**config.mk**
```make
export PLATFORM = sky130hd
export DESIGN_NAME = fir_serial_mac
export DESIGN_NICKNAME = d
export VERILOG_FILES = /design/src/rtl/fir_serial_mac_pkg.sv /design/src/rtl/fir_round_sat.sv /design/src/rtl/fir_serial_mac.sv
export SDC_FILE = /design/constraint.sdc
export NUM_CORES = 1
export LEC_CHECK = 0
export CAP_MARGIN = 30
export CORE_AREA = 5 5 195 197
export DETAILED_ROUTE_END_ITERATION = 6
export DIE_AREA = 0 0 200 202
export PLACE_DENSITY_LB_ADDON = 0.2
export RECOVER_POWER = 50
export SYNTH_ARGS = -nofsm -noshare
export SYNTH_HDL_FRONTEND = slang
export SYNTH_SLANG_ARGS = --single-unit
```
**constraint.sdc**
```tcl
create_clock -name clk -period 8.7 [get_ports clk]
set_input_delay 1.305 -clock clk [delete_from_list [all_inputs] [get_ports clk]]
set_output_delay 1.305 -clock clk [all_outputs]
set_load 0.05 [all_outputs]
```
**src/rtl/fir_serial_mac_pkg.sv**
```systemverilog
// Shared definitions for the serial-MAC FIR filter.
//   state_t  : controller states (IDLE accepts, MAC accumulates, OUT presents)
//   clog2    : ceil(log2(v)), 0 for v <= 1
//   idx_w    : index width for a table of v entries, never less than 1
package fir_serial_mac_pkg;

    typedef enum logic [1:0] {
        S_IDLE = 2'd0,
        S_MAC  = 2'd1,
        S_OUT  = 2'd2
    } state_t;

    function automatic int clog2(input int v);
        int r = 0;
        for (int i = 0; i < 31; i++) begin
            if ((1 << i) < v) r = i + 1;
        end
        return r;
    endfunction

    function automatic int idx_w(input int v);
        return (clog2(v) < 1) ? 1 : clog2(v);
    endfunction

endpackage

```
**src/rtl/fir_round_sat.sv**
```systemverilog
// Combinational round-half-up and saturation of the MAC accumulator.
//   acc : signed accumulator, Q fractional bits
//   y   : round(acc / 2^Q) clamped to the signed Y_WIDTH range
//   sat : high when the clamp was applied
module fir_round_sat #(
    parameter int ACC_WIDTH = 31,
    parameter int Y_WIDTH   = 16,
    parameter int Q         = 14
) (
    input  logic signed [ACC_WIDTH-1:0] acc,
    output logic signed [Y_WIDTH-1:0]   y,
    output logic                        sat
);

    // One guard bit keeps the +half from wrapping at the accumulator extremes.
    localparam int R_W = ACC_WIDTH + 1 - Q;

    localparam logic signed [ACC_WIDTH:0] HALF =
        {{(ACC_WIDTH + 1 - Q){1'b0}}, 1'b1, {(Q - 1){1'b0}}};
    localparam logic signed [R_W-1:0] R_MAX =
        {{(R_W - Y_WIDTH + 1){1'b0}}, {(Y_WIDTH - 1){1'b1}}};
    localparam logic signed [R_W-1:0] R_MIN = ~R_MAX;

    function automatic logic signed [R_W-1:0] round_half_up(
        input logic signed [ACC_WIDTH-1:0] a
    );
        logic signed [ACC_WIDTH:0] s;
        s = $signed({a[ACC_WIDTH-1], a}) + HALF;
        return R_W'(s >>> Q);
    endfunction

    // Returns {sat, y}.
    function automatic logic [Y_WIDTH:0] saturate(input logic signed [R_W-1:0] r);
        if (r > R_MAX) begin
            return {1'b1, R_MAX[Y_WIDTH-1:0]};
        end else if (r < R_MIN) begin
            return {1'b1, R_MIN[Y_WIDTH-1:0]};
        end else begin
            return {1'b0, r[Y_WIDTH-1:0]};
        end
    endfunction

    assign {sat, y} = saturate(round_half_up(acc));

endmodule

```
**src/rtl/fir_serial_mac.sv**
```systemverilog
// Order-N FIR filter built around one time-multiplexed multiply-accumulate.
// Samples for CHANNELS interleaved channels arrive over a valid/ready
// handshake; each channel keeps its own delay line. Coefficients are written
// into a shadow bank and copied to the active bank on commit, never while a
// computation is in flight.
//   clk, rst          : clock, synchronous active-high reset
//   x_valid/x_ready   : input handshake; x_chan selects the channel, x the sample
//   coeff_we/addr/data: shadow-bank write (addresses above N are ignored)
//   coeff_commit      : copy shadow to active bank (deferred while busy)
//   y_valid           : one-cycle pulse with y, y_chan, y_sat (registered, held)
module fir_serial_mac
    import fir_serial_mac_pkg::*;
#(
    parameter int N           = 4,
    parameter int CHANNELS    = 1,
    parameter int X_WIDTH     = 12,
    parameter int Y_WIDTH     = 16,
    parameter int COEFF_WIDTH = 16,
    parameter int Q           = 14,
    parameter int ACC_WIDTH   = X_WIDTH + COEFF_WIDTH + clog2(N + 1),
    parameter int CH_W        = idx_w(CHANNELS),
    parameter int TAP_W       = idx_w(N + 1)
) (
    input  logic                          clk,
    input  logic                          rst,
    input  logic                          x_valid,
    output logic                          x_ready,
    input  logic [CH_W-1:0]               x_chan,
    input  logic signed [X_WIDTH-1:0]     x,
    input  logic                          coeff_we,
    input  logic [TAP_W-1:0]              coeff_addr,
    input  logic signed [COEFF_WIDTH-1:0] coeff_data,
    input  logic                          coeff_commit,
    output logic                          y_valid,
    output logic [CH_W-1:0]               y_chan,
    output logic signed [Y_WIDTH-1:0]     y,
    output logic                          y_sat
);

    localparam int PROD_W = X_WIDTH + COEFF_WIDTH;

    state_t                        state_q, state_d;
    logic [CH_W-1:0]               chan_q, chan_d;
    logic [TAP_W-1:0]              tap_q, tap_d;
    logic                          drain_q, drain_d;
    logic                          prod_vld_q, prod_vld_d;
    logic signed [PROD_W-1:0]      prod_q, prod_d;
    logic signed [ACC_WIDTH-1:0]   acc_q, acc_d;
    logic                          commit_pend_q, commit_pend_d;
    logic                          x_ready_q, x_ready_d;
    logic                          y_valid_q, y_valid_d;
    logic [CH_W-1:0]               y_chan_q, y_chan_d;
    logic signed [Y_WIDTH-1:0]     y_q, y_d;
    logic                          y_sat_q, y_sat_d;

    logic signed [X_WIDTH-1:0]     z_q [CHANNELS][N+1];
    logic signed [X_WIDTH-1:0]     z_d [CHANNELS][N+1];
    logic signed [COEFF_WIDTH-1:0] h_sh_q  [N+1];
    logic signed [COEFF_WIDTH-1:0] h_sh_d  [N+1];
    logic signed [COEFF_WIDTH-1:0] h_act_q [N+1];
    logic signed [COEFF_WIDTH-1:0] h_act_d [N+1];

    logic signed [ACC_WIDTH-1:0]   acc_sum;
    logic signed [Y_WIDTH-1:0]     rs_y;
    logic                          rs_sat;
    logic                          chan_ok;
    logic                          addr_ok;

    // The product is registered, so the accumulator trails the tap counter by
    // one cycle; the final drain cycle adds the last product and feeds the
    // rounder directly so the result lands in the output registers on OUT entry.
    assign acc_sum = acc_q + ACC_WIDTH'(prod_q);
    assign chan_ok = int'({1'b0, x_chan}) < CHANNELS;
    assign addr_ok = int'({1'b0, coeff_addr}) <= N;

    fir_round_sat #(
        .ACC_WIDTH (ACC_WIDTH),
        .Y_WIDTH   (Y_WIDTH),
        .Q         (Q)
    ) u_round_sat (
        .acc (acc_sum),
        .y   (rs_y),
        .sat (rs_sat)
    );

    always_comb begin
        state_d       = state_q;
        chan_d        = chan_q;
        tap_d         = tap_q;
        drain_d       = drain_q;
        prod_vld_d    = 1'b0;
        prod_d        = prod_q;
        acc_d         = acc_q;
        commit_pend_d = commit_pend_q;
        y_chan_d      = y_chan_q;
        y_d           = y_q;
        y_sat_d       = y_sat_q;
        z_d           = z_q;
        h_sh_d        = h_sh_q;
        h_act_d       = h_act_q;

        // Shadow writes are legal in every state; a commit in the same cycle
        // copies from h_sh_d so it already contains this write.
        if (coeff_we && addr_ok) begin
            h_sh_d[coeff_addr] = coeff_data;
        end

        case (state_q)
            S_IDLE: begin
                if (coeff_commit) begin
                    h_act_d = h_sh_d;
                end
                // Out-of-range channels are accepted but dropped.
                if (x_valid && x_ready_q && chan_ok) begin
                    for (int k = N; k > 0; k--) begin
                        z_d[x_chan][k] = z_q[x_chan][k-1];
                    end
                    z_d[x_chan][0] = x;
                    chan_d  = x_chan;
                    acc_d   = '0;
                    tap_d   = '0;
                    drain_d = 1'b0;
                    state_d = S_MAC;
                end
            end

            S_MAC: begin
                if (coeff_commit) begin
                    commit_pend_d = 1'b1;
                end
                if (!drain_q) begin
                    prod_d     = PROD_W'(z_q[chan_q][tap_q]) * PROD_W'(h_act_q[tap_q]);
                    prod_vld_d = 1'b1;
                    if (tap_q == TAP_W'(N)) begin
                        drain_d = 1'b1;
                    end else begin
                        tap_d = tap_q + TAP_W'(1);
                    end
                end
                if (prod_vld_q) begin
                    acc_d = acc_sum;
                end
                if (drain_q) begin
                    y_d      = rs_y;
                    y_sat_d  = rs_sat;
                    y_chan_d = chan_q;
                    state_d  = S_OUT;
                end
            end

            S_OUT: begin
                // Deferred commit lands on the edge back into IDLE.
                if (commit_pend_q || coeff_commit) begin
                    h_act_d       = h_sh_d;
                    commit_pend_d = 1'b0;
                end
                state_d = S_IDLE;
            end

            default: begin
                state_d = S_IDLE;
            end
        endcase

        x_ready_d = (state_d == S_IDLE);
        y_valid_d = (state_d == S_OUT);
    end

    always_ff @(posedge clk) begin
        if (rst) begin
            state_q       <= S_IDLE;
            chan_q        <= '0;
            tap_q         <= '0;
            drain_q       <= 1'b0;
            prod_vld_q    <= 1'b0;
            prod_q        <= '0;
            acc_q         <= '0;
            commit_pend_q <= 1'b0;
            x_ready_q     <= 1'b0;
            y_valid_q     <= 1'b0;
            y_chan_q      <= '0;
            y_q           <= '0;
            y_sat_q       <= 1'b0;
            for (int c = 0; c < CHANNELS; c++) begin
                for (int k = 0; k <= N; k++) begin
                    z_q[c][k] <= '0;
                end
            end
            for (int k = 0; k <= N; k++) begin
                h_sh_q[k]  <= '0;
                h_act_q[k] <= '0;
            end
        end else begin
            state_q       <= state_d;
            chan_q        <= chan_d;
            tap_q         <= tap_d;
            drain_q       <= drain_d;
            prod_vld_q    <= prod_vld_d;
            prod_q        <= prod_d;
            acc_q         <= acc_d;
            commit_pend_q <= commit_pend_d;
            x_ready_q     <= x_ready_d;
            y_valid_q     <= y_valid_d;
            y_chan_q      <= y_chan_d;
            y_q           <= y_d;
            y_sat_q       <= y_sat_d;
            z_q           <= z_d;
            h_sh_q        <= h_sh_d;
            h_act_q       <= h_act_d;
        end
    end

    assign x_ready = x_ready_q;
    assign y_valid = y_valid_q;
    assign y_chan  = y_chan_q;
    assign y       = y_q;
    assign y_sat   = y_sat_q;

endmodule

```
==> flow_metrics.tcl <==
set metrics [dict create \
    drc 0 \
    grt_usage_pct 24.37 \
    detail_route.first_pass.iterations 5 \
    first_pass_grt_wire_length_mm 81.56 \
    cp_max_fo 26 \
    hold_path_class "reg2reg" \
    gp_congestion 0.8823 \
    htree_levels 2 \
    hold_end "y_chan" \
    final_max_tran_viols 203 \
    grt_setup_unrepaired "no" \
    clock_insertion_delay_worst_skew_ps 550 \
    violations_in_the_final_reports "capacitance limit, slew limit" \
    synth_sequential_area_ratio_pct 29.90 \
    postLayoutCoreUtil_pct 62.68 \
    numCtsBuffers 34 \
    buffer_ports.inserted 56 \
    async_reset_ff_share_pct 0 \
    synth.avg_cell_area_um2 8.707 \
    synth_fp_nets 2676 \
    fin_nets 2661 \
    regToRegSetupSlack_ps 700 \
    finalSetupViolCount 0 \
    worst_r2r_path_depth 24 \
    power_frac_seq_pct 44.9 \
    min_period_ps 7997 \
    antenna_left 0 \
    vert_die_dim_um 202 \
    leakagePower_nw 9.659 \
    worst_hold_path.num_cells 2 \
    yosys_warnings 0 \
    n_antenna_cell 0 \
    cp-end-kind "flop" \
    power_per_cell_area_nw_per_um2 146.1 \
    post_synthesis_instance_area_um2 20620 \
    drt_iter0_markers 1112 \
    finalClockSkew_ps 16.07 \
    netlist_instances 2368 \
    layout.cell_area.non_filler_um2 22620 \
    p_int_mw 2.429 \
    grt_remaining_overflow 0 \
    floorplan_core_area_um2 36080 \
    cp.arrival_ps 8450 \
    critPathRequiredTime_ps 9160 \
    final.period_utilization_pct 91.92 \
    primary_flip_flop_cell_chosen_by_synthesis_mapping "sky130_fd_sc_hd__dfxtp_1" \
    boundaryPins 57 \
    die_area_um2 40400 \
    share_clk_of_total_power_pct 43.5 \
    post_cts_hold_buffer_count 0 \
    power.share.switching_pct 26.53 \
    post_drt_wl_per_cell_um 17.11 \
    grt_max_degree 110 \
    setup-tns-final_ps 0 \
    drv_cap 2 \
    drive_above_1_share_pct 6.100 \
    dr_total_vias 16230 \
    die_w_um 200 \
    finalHoldViolations 0 \
    num_rows 70 \
    comb_power_share_pct 11.6 \
    route.detailed.vias_per_inst 5.704 \
    commonest_non_fill_non_tap_cell_in_the_layout "sky130_fd_sc_hd__nand2_1" \
    slew_headroom_pct -195.4 \
    first_global_vias 16540 \
    ctsRootBufferMaster "sky130_fd_sc_hd__clkbuf_16" \
    postLayoutSetupSlackWorst_ps 703.0 \
    worstMarginPinSlew_ps 4431 \
    synth-edff-count 0 \
    synth_cell_types 71 \
    cts-root-to-sink-buffers 3 \
    start_util_pct 57.14 \
    dpl-instance-area_um2 21530 \
    grt_antenna_before_repair 0 \
    hp-start "chan_q" \
    post_synthesis_register_bit_count 308 \
    r2r_start "tap_q[1]" \
    crit_type "reg2reg" \
    max_freq_ghz 0.1250 \
    result_of_the_run "finished, violations left" \
    flow.area_growth_from_synthesis_pct 9.703 \
    dpl.hpwl_mm 35.37 \
    cts_setup_buffers 0 \
    clk_pin_slew_worst_setup_hold_paths_ps 60 \
    drt-total-wl_mm 48.68 \
    post_cts_resized 0 \
    worst_r2r_endpoint "prod_q[26]" \
    vdd_ir_drop_max_mv 0.1899 \
    clock_sinks 308 \
    placement.setup.worst_slack_ps 797.0 \
    fin_total_pwr_mw 3.306 \
    power_switching_uw 877.0 \
    worstSetupStartpointType "flop" \
    layout_common_cells "sky130_fd_sc_hd__nand2_1 (350), sky130_fd_sc_hd__dfxtp_1 (307), sky130_fd_sc_hd__inv_1 (253)" \
    cts_tree "built" \
]
## synthesized netlist by cell type (all sizes together), types with 3 or more instances
cell type  count  area (µm²)
and3          12       75.07
and2          28       175.2
inv          253       949.7
fa           179        3583
a211oi        89       678.2
a22oi          4       30.03
o21bai         4       30.03
nor2         240       900.9
a21oi        187       973.4
mux2           6       67.56
mux4          22       495.5
clkbuf       127       476.7
a31o           3       26.28
nand3         54       280.3
a22o          18       157.7
xor2          18       157.7
mux2i         89       890.9
nor4           4       55.05
nand4          9       71.32
o31ai          4       30.03
buf           10       50.05
nor3          18       90.09
a31oi          8       50.05
a21o          24       180.2
o21a          11       82.58
a211o          4       35.03
ha            92        1151
dfxtp        308        6166
o211ai         7       57.55
nand2b        14       87.58
nor2b         22       137.6
nand2        350        1314
xnor2         47       430.4
a21boi         4       30.03
or3            5       31.28
or2            7       43.79
o311ai         4       50.05
o21ai         61       305.3
## metal layers
metal	up-vias	wire length, µm	global-route usage (%)
li1	7781	-	-
met1	7978	21240	33.02
met2	398	23780	40.81
met3	71	2672	3.917
met4	0	982	6.283
met5	-	0	0
## kinds of logic (layout without fill, tap and decap cells)
group / Yosys count / count (layout) / synth area share (%)
DFF: 308 / 308 / 29.90
AOI/OAI and AO/OA: 445 / 445 / 13.88
buffers and inverters: 390 / 399 / 7.161
muxes: 117 / 117 / 7.051
xor gates and xnor gates: 65 / 65 / 2.852
and+or+nand+nor: 772 / 772 / 16.19
adders and majority gates: 271 / 271 / 22.96
## worst max path at each step
stage               startpoint  slack [ps]         end  depth (start not counted)
floorplan             tap_q[0]        1440  prod_q[26]                         29
global placement      tap_q[2]         960  prod_q[26]                         25
detailed placement    tap_q[2]         800  prod_q[26]                         25
CTS                   tap_q[2]         820  prod_q[26]                         25
global route          tap_q[1]         300  prod_q[26]                         24
finish                tap_q[1]         700  prod_q[26]                         24
## per-stage QoR
stage	std cells	hold WS [ps]
after global routing	2845	476.3
after CTS	2845	454.9
final	2845	453.3
after detailed placement	2785	446.9
after floorplan	2368	427.5
after global placement	2781	436.0
## critical path, stage by stage (launching register included)
cell and delay [ps]:
sky130_fd_sc_hd__dfxtp_1 760, sky130_fd_sc_hd__nor3_2 800, sky130_fd_sc_hd__buf_4 380, sky130_fd_sc_hd__a22o_1 720
sky130_fd_sc_hd__and2_1 260, sky130_fd_sc_hd__fa_1 450, sky130_fd_sc_hd__ha_1 610, sky130_fd_sc_hd__inv_1 230
sky130_fd_sc_hd__fa_1 570, sky130_fd_sc_hd__inv_1 50, sky130_fd_sc_hd__fa_1 470, sky130_fd_sc_hd__inv_1 50
sky130_fd_sc_hd__fa_1 520, sky130_fd_sc_hd__inv_1 50, sky130_fd_sc_hd__ha_1 360, sky130_fd_sc_hd__a21o_1 200
sky130_fd_sc_hd__nand2_1 100, sky130_fd_sc_hd__nand2_1 60, sky130_fd_sc_hd__a21oi_1 130, sky130_fd_sc_hd__o21ai_0 90
sky130_fd_sc_hd__a21o_1 190, sky130_fd_sc_hd__a211oi_1 330, sky130_fd_sc_hd__a21oi_1 150, sky130_fd_sc_hd__xnor2_1 140
sky130_fd_sc_hd__o31ai_1 180
## sequential cells by signal, indices dropped and copies added, names as in the netlist
register / count
acc_q: 31
chan_q: 1
commit_pend_q: 1
drain_q: 1
h_act_q: 80
h_sh_q: 80
prod_q: 28
prod_vld_q: 1
state_q: 2
tap_q: 3
x_ready: 1
y: 16
y_chan: 1
y_sat: 1
y_valid: 1
z_q: 60
## power groups by stage
| stage | logic (mW) | registers [mW] | clock network, mW |
|---|---|---|---|
| 2_1_floorplan | 0.279 | 1.50 | 0 |
| 3_3_place_gp | 0.371 | 1.51 | 0 |
| 3_5_place_dp | 0.381 | 1.51 | 0 |
| 4_1_cts | 0.383 | 1.48 | 1.47 |
| 5_1_grt | 0.427 | 1.49 | 1.53 |
| 6_report | 0.383 | 1.48 | 1.44 |
## area by class of cell
type | instances | area, µm²
sequential | 308 | 6167
inverter | 253 | 949.7
clock buffer | 48 | 953.4
clock inverter | 12 | 160.2
tap | 468 | 585.6
timing repair buffer | 86 | 793.3
multi-input combinational | 1670 | 13010
fill | 3152 | 13470
Power figures use the tool's default switching activity.
